$ cat src/rtl/msg_scroller.sv
// rtl/msg_scroller.sv - nibble-rotating message scroller for the 7-seg display path
//
// Purpose:
//   Captures a MSG_NIBBLES-digit hex message on a load pulse. The message is
//   then rotated one nibble per step, left or right. Scrolling either loops
//   forever or stops after one full turn. The top WIN_NIBBLES digits are shown
//   on dataBus. A prescaler sets the step rate at one step every STEP_DIV
//   clk3hz cycles. pause freezes the prescaler and the rotation.
//
// Ports:
//   clk3hz   in   1               step clock, all state on rising edge
//   clr      in   1               asynchronous active-low reset
//   load     in   1               1-cycle pulse: capture number, start scrolling
//   number   in   4*MSG_NIBBLES   message to capture
//   dir      in   1               0 = rotate left (msb-ward), 1 = rotate right
//   oneshot  in   1               0 = loop forever, 1 = stop after one full turn
//   pause    in   1               1 = freeze prescaler and rotation
//   w        in   1               display enable
//   finish   in   1               upstream result valid
//   dataBus  out  4*WIN_NIBBLES   window digits or idle pattern
//   busy     out  1               scrolling in progress
//   done     out  1               one-shot turn completed
//   pos      out  POS_W           steps taken mod MSG_NIBBLES
module msg_scroller #(
  parameter int         MSG_NIBBLES = 8,
  parameter int         WIN_NIBBLES = 4,
  parameter int         STEP_DIV    = 1,
  parameter logic [3:0] IDLE_NIBBLE = 4'hA,
  localparam int        POS_W       = (MSG_NIBBLES > 1) ? $clog2(MSG_NIBBLES) : 1
) (
  input  logic                     clk3hz,
  input  logic                     clr,
  input  logic                     load,
  input  logic [4*MSG_NIBBLES-1:0] number,
  input  logic                     dir,
  input  logic                     oneshot,
  input  logic                     pause,
  input  logic                     w,
  input  logic                     finish,
  output logic [4*WIN_NIBBLES-1:0] dataBus,
  output logic                     busy,
  output logic                     done,
  output logic [POS_W-1:0]         pos
);

  localparam int MW    = 4 * MSG_NIBBLES;
  localparam int WW    = 4 * WIN_NIBBLES;
  localparam int DIV_W = (STEP_DIV > 1) ? $clog2(STEP_DIV) : 1;

  localparam logic [POS_W-1:0] POS_LAST = POS_W'(MSG_NIBBLES - 1);
  localparam logic [DIV_W-1:0] DIV_LAST = DIV_W'(STEP_DIV - 1);

  typedef enum logic [1:0] {
    ST_IDLE   = 2'd0,
    ST_SCROLL = 2'd1,
    ST_DONE   = 2'd2
  } state_t;

  state_t          state_q, state_d;
  logic [MW-1:0]   msg_q,   msg_d;
  logic [POS_W-1:0] pos_q,  pos_d;
  logic [DIV_W-1:0] div_q,  div_d;

  // Rotations are taken from the message concatenated with itself. The slice
  // is then valid for every MSG_NIBBLES >= 1. With a single digit, both
  // slices reduce to the identity.
  logic [2*MW-1:0] msg_dbl;
  logic [MW-1:0]   rot_left;
  logic [MW-1:0]   rot_right;

  always_comb begin
    msg_dbl   = {msg_q, msg_q};
    rot_left  = msg_dbl[2*MW-5 -: MW];
    rot_right = msg_dbl[MW+3 -: MW];
  end

  always_ff @(posedge clk3hz or negedge clr) begin
    if (!clr) begin
      state_q <= ST_IDLE;
      msg_q   <= '0;
      pos_q   <= '0;
      div_q   <= '0;
    end else begin
      state_q <= state_d;
      msg_q   <= msg_d;
      pos_q   <= pos_d;
      div_q   <= div_d;
    end
  end

  always_comb begin
    state_d = state_q;
    msg_d   = msg_q;
    pos_d   = pos_q;
    div_d   = div_q;

    if (load) begin
      // A load restarts scrolling from any state, including DONE.
      msg_d   = number;
      pos_d   = '0;
      div_d   = '0;
      state_d = ST_SCROLL;
    end else begin
      unique case (state_q)
        ST_SCROLL: begin
          if (!pause) begin
            if (div_q == DIV_LAST) begin
              div_d = '0;
              msg_d = dir ? rot_right : rot_left;
              if (pos_q == POS_LAST) begin
                pos_d = '0;
                // Wrapping pos means a full turn is complete. The message is
                // therefore back to its loaded value.
                if (oneshot) state_d = ST_DONE;
              end else begin
                pos_d = pos_q + POS_W'(1);
              end
            end else begin
              div_d = div_q + DIV_W'(1);
            end
          end
        end
        ST_DONE: ;
        ST_IDLE: ;
        default: state_d = ST_IDLE;
      endcase
    end
  end

  always_comb begin
    busy = (state_q == ST_SCROLL);
    done = (state_q == ST_DONE);
    pos  = pos_q;
    if (w && finish && (state_q != ST_IDLE)) begin
      dataBus = msg_q[MW-1 -: WW];
    end else begin
      dataBus = {WIN_NIBBLES{IDLE_NIBBLE}};
    end
  end

endmodule

$ cat config.mk
export PLATFORM = sky130hd
export DESIGN_NAME = msg_scroller
export DESIGN_NICKNAME = d
export VERILOG_FILES = /design/src/rtl/msg_scroller.sv
export SDC_FILE = /design/constraint.sdc
export NUM_CORES = 1
export LEC_CHECK = 0
export BUFFER_PORTS_ARGS = -buffer_cell sky130_fd_sc_hd__buf_2
export CELL_PAD_IN_SITES_DETAIL_PLACEMENT = 1
export CELL_PAD_IN_SITES_GLOBAL_PLACEMENT = 1
export CORE_ASPECT_RATIO = 2
export CORE_MARGIN = 8
export CORE_UTILIZATION = 43
export CTS_BUF_LIST = sky130_fd_sc_hd__clkbuf_8 sky130_fd_sc_hd__clkbuf_16
export CTS_CLUSTER_SIZE = 24
export DETAILED_ROUTE_END_ITERATION = 10
export PLACE_DENSITY_LB_ADDON = 0.1
export SETUP_SLACK_MARGIN = 0.15
export SYNTH_ARGS = -nofsm -noshare
export SYNTH_HDL_FRONTEND = slang
export SYNTH_SLANG_ARGS = --single-unit
$ cat constraint.sdc
create_clock -name clk3hz -period 3.13 [get_ports clk3hz]
set_input_delay 0.1565 -clock clk3hz [delete_from_list [all_inputs] [get_ports clk3hz]]
set_output_delay 0.1565 -clock clk3hz [all_outputs]
set_load 0.05 [all_outputs]
==> impl_metrics.json <==
{
  "status": "finished with violations",
  "violations": "negative hold slack",
  "die-area_sq_um": 7997,
  "crit_type": "flip-flop to output port",
  "rr_worst_depth": 4,
  "yosysUniqueCellTypes": 22,
  "overflow": 0,
  "syn_inst": 216,
  "internal-power_uw": 818.6,
  "fp.coreArea_sq_um": 5139,
  "fin_nets": 311,
  "ir_drop_v": 0.0003668,
  "slew_violations": 0,
  "rows": 37,
  "gp_congestion": 0.7237,
  "utilization": 0.5079,
  "diodes": 0,
  "yosys_warnings": 0,
  "whs_ns": -0.02823,
  "cts_tree": "done",
  "grtUsageTotal": 0.1449,
  "vias": 1736,
  "swShare": 0.3074,
  "critical_path_required_ns": 2.97,
  "htree_levels": 2,
  "fmax_mhz": 579.6,
  "clock_latency_ns": 0.28,
  "clkPwrFrac": 0.278,
  "clk_pin_slew_ns": 0.07,
  "worstPathCellList": "o211a_1 -> and2_1 -> buf_2",
  "grt_pass1_vias": 1917,
  "cts_root_buf": "clkbuf_8",
  "start_kind": "flip-flop",
  "cap_viol_max_count": 0,
  "crit_buf_inv": 1,
  "drt-initial-drc-count": 41,
  "cp_top_family": "flip-flops",
  "p_leak_uw": 0.001317,
  "endpoint_kind": "output port",
  "routedWlPerCell_um": 16.77,
  "cts_setup_buffers": 0,
  "die_w_um": 67.36,
  "rsz0062_at_grt": "no",
  "post-route-period-util": 0.5513,
  "final-setup-viol-count": 0,
  "grt_pass1_wl_um": 9170,
  "routed_wl_um": 5485,
  "syn-cell-area_sq_um": 2268,
  "drive_gt1_frac": 0.2639,
  "max-slew-margin-rel": 0.4463,
  "fin_setup_tns_ns": 0,
  "combPwrFrac": 0.235,
  "cts_resized": 0,
  "hold_buffers": 0,
  "cp_data_arrival_time_ns": 1.57,
  "hpwl_um": 4260,
  "grt_start_max_net_pins": 44,
  "cts_buffer_depth": 2,
  "drc": 0,
  "powerDensity_nw_per_um2": 452.8,
  "yosysTopAreaCell": "dfrtp_1",
  "drtAntennaViolNets": 0,
  "area_growth_pct": 15.06,
  "io_pins": 61,
  "tightest_slew_ns": 0.8306,
  "first_pass_iters": 4,
  "fin_skew_ns": 0.003686,
  "yosysTopAreaCellShare": 0.4082,
  "antenna_found_initial": 0,
  "cts_buffers": 5,
  "postPlaceCellArea_sq_um": 2524,
  "slowest_stage": "dfrtp_1",
  "p_seq_frac": 0.487,
  "min_period_ns": 1.725,
  "crit_path_max_fanout": 16,
  "finalHoldViolCount": 37,
  "die_h_um": 118.7,
  "clock-sinks": 37,
  "synth-seq-area-share": 0.4082,
  "finalInstanceArea_sq_um": 2610,
  "hp-class": "input pin to asynchronous set/reset pin",
  "port_buffers": 60,
  "path_depth": 3,
  "synth_nets": 258,
  "ys_ff_latch": 37,
  "switching_power_uw": 363.3,
  "max_stage_delay_ns": 0.43,
  "synth_area_leaders": "dfrtp_1 (41%), mux2i_1 (15%), mux2_1 (15%)",
  "avgSynthCellArea_sq_um": 10.50,
  "num-fill-cells": 642,
  "vias_per_cell": 5.309,
  "initial_core_util": 0.4414
}
==> cell type report <==
class	instances	area (sq um)	share of cell area
flip-flops and latches	37	925.9	0.3547
clock inverters	1	3.754	0.001438
multi-input cells	161	1199	0.4593
clock buffers	6	82.58	0.03164
well taps	58	72.57	0.02780
repair buffers	63	322.8	0.1237
inverters	1	3.754	0.001438
==> synthesized netlist by cell type (all sizes together) <==
library cell / count
o211a: 1
nand3: 1
o21ai: 32
nor2b: 1
a21o: 1
mux2i: 35
nor2: 5
clkbuf: 7
ha: 2
nor3b: 1
and2b: 1
and2: 8
mux2: 32
inv: 1
nand2b: 8
a41oi: 1
buf: 10
dfrtp: 37
nand2: 32
==> cell usage in the layout, fill, tap and decap left out <==
cell type and instances:
nand2b_1 8, buf_2 60, nand3_1 1, o21ai_1 32, mux2i_1 35, clkbuf_8 6
o211a_1 1, and2b_1 1, nor2_1 5, nand2_1 32, mux2_1 31, a21o_1 1
nor2b_1 1, and2_1 8, nor3b_4 1, dfrtp_1 37, a41oi_1 1, mux2_2 1
ha_1 2, inv_1 2, buf_4 3
==> worst paths after layout <==
check / start / slack, ns / to
min: clr / -0.03 / msg_q[21]$_DFFE_PN0P_
max in group asynchronous: clr / 2.63 / pos[1]$_DFFE_PN0P_
min in group clk3hz: number[8] / 0.09 / msg_q[8]$_DFFE_PN0P_
max: state_q[1]$_DFFE_PN0P_ / 1.40 / dataBus[12]
min reg2reg: pos[2]$_DFFE_PN0P_ / 0.56 / pos[2]$_DFFE_PN0P_
max reg2reg: state_q[1]$_DFFE_PN0P_ / 1.49 / msg_q[14]$_DFFE_PN0P_
==> through the flow <==
stage | setup slack (ns) | hold WS [ns] | cells | total power [uW]
finish | 1.405 | -0.02823 | 327 | 1182
global route | 1.270 | 0.03360 | 327 | 1249
CTS | 1.362 | 0.00008327 | 327 | 1203
detailed placement | 1.495 | 0.3086 | 320 | 871.0
global placement | 1.520 | 0.3175 | 320 | 862.5
floorplan | 1.593 | -0.1391 | 216 | 785.3
==> power by group through the flow <==
stage / sequential [uW] / clock [uW] / combinational, uW
floorplan: 570 / 0 / 215
global placement: 585 / 0 / 277
detailed placement: 587 / 0 / 284
CTS: 577 / 340 / 285
global route: 583 / 358 / 309
finish: 575 / 329 / 278
==> state kept, by name (all words and copies together) (netlist names) <==
register,cells
msg_q,32
pos,3
state_q,2
==> kinds of logic (layout without fill, tap and decap cells) <==
logic type,count (synthesis),in the layout,synth area share
buffers and inverters,18,71,0.06619
and+or+nand+nor,57,57,0.1191
AOI/OAI and AO/OA,35,35,0.08218
adders and majority gates,2,2,0.01103
muxes,67,67,0.3133
DFF,37,37,0.4082
==> worst register-to-register path: stages, from the launching register on <==
cell and delay (ns):
dfrtp_1 0.43, nor3b_4 0.20, buf_4 0.52, mux2i_1 0.28, o21ai_1 0.07
==> routing by layer <==
metal / global-route usage / routed length [um] / vias to the layer above
met5: 0 / 0 / -
met4: 0.05138 / 61 / 0
met3: 0.03027 / 262 / 5
met2: 0.2541 / 3035 / 39
met1: 0.1631 / 2125 / 840
li1: - / - / 852
(Power assumes the default switching activity.)
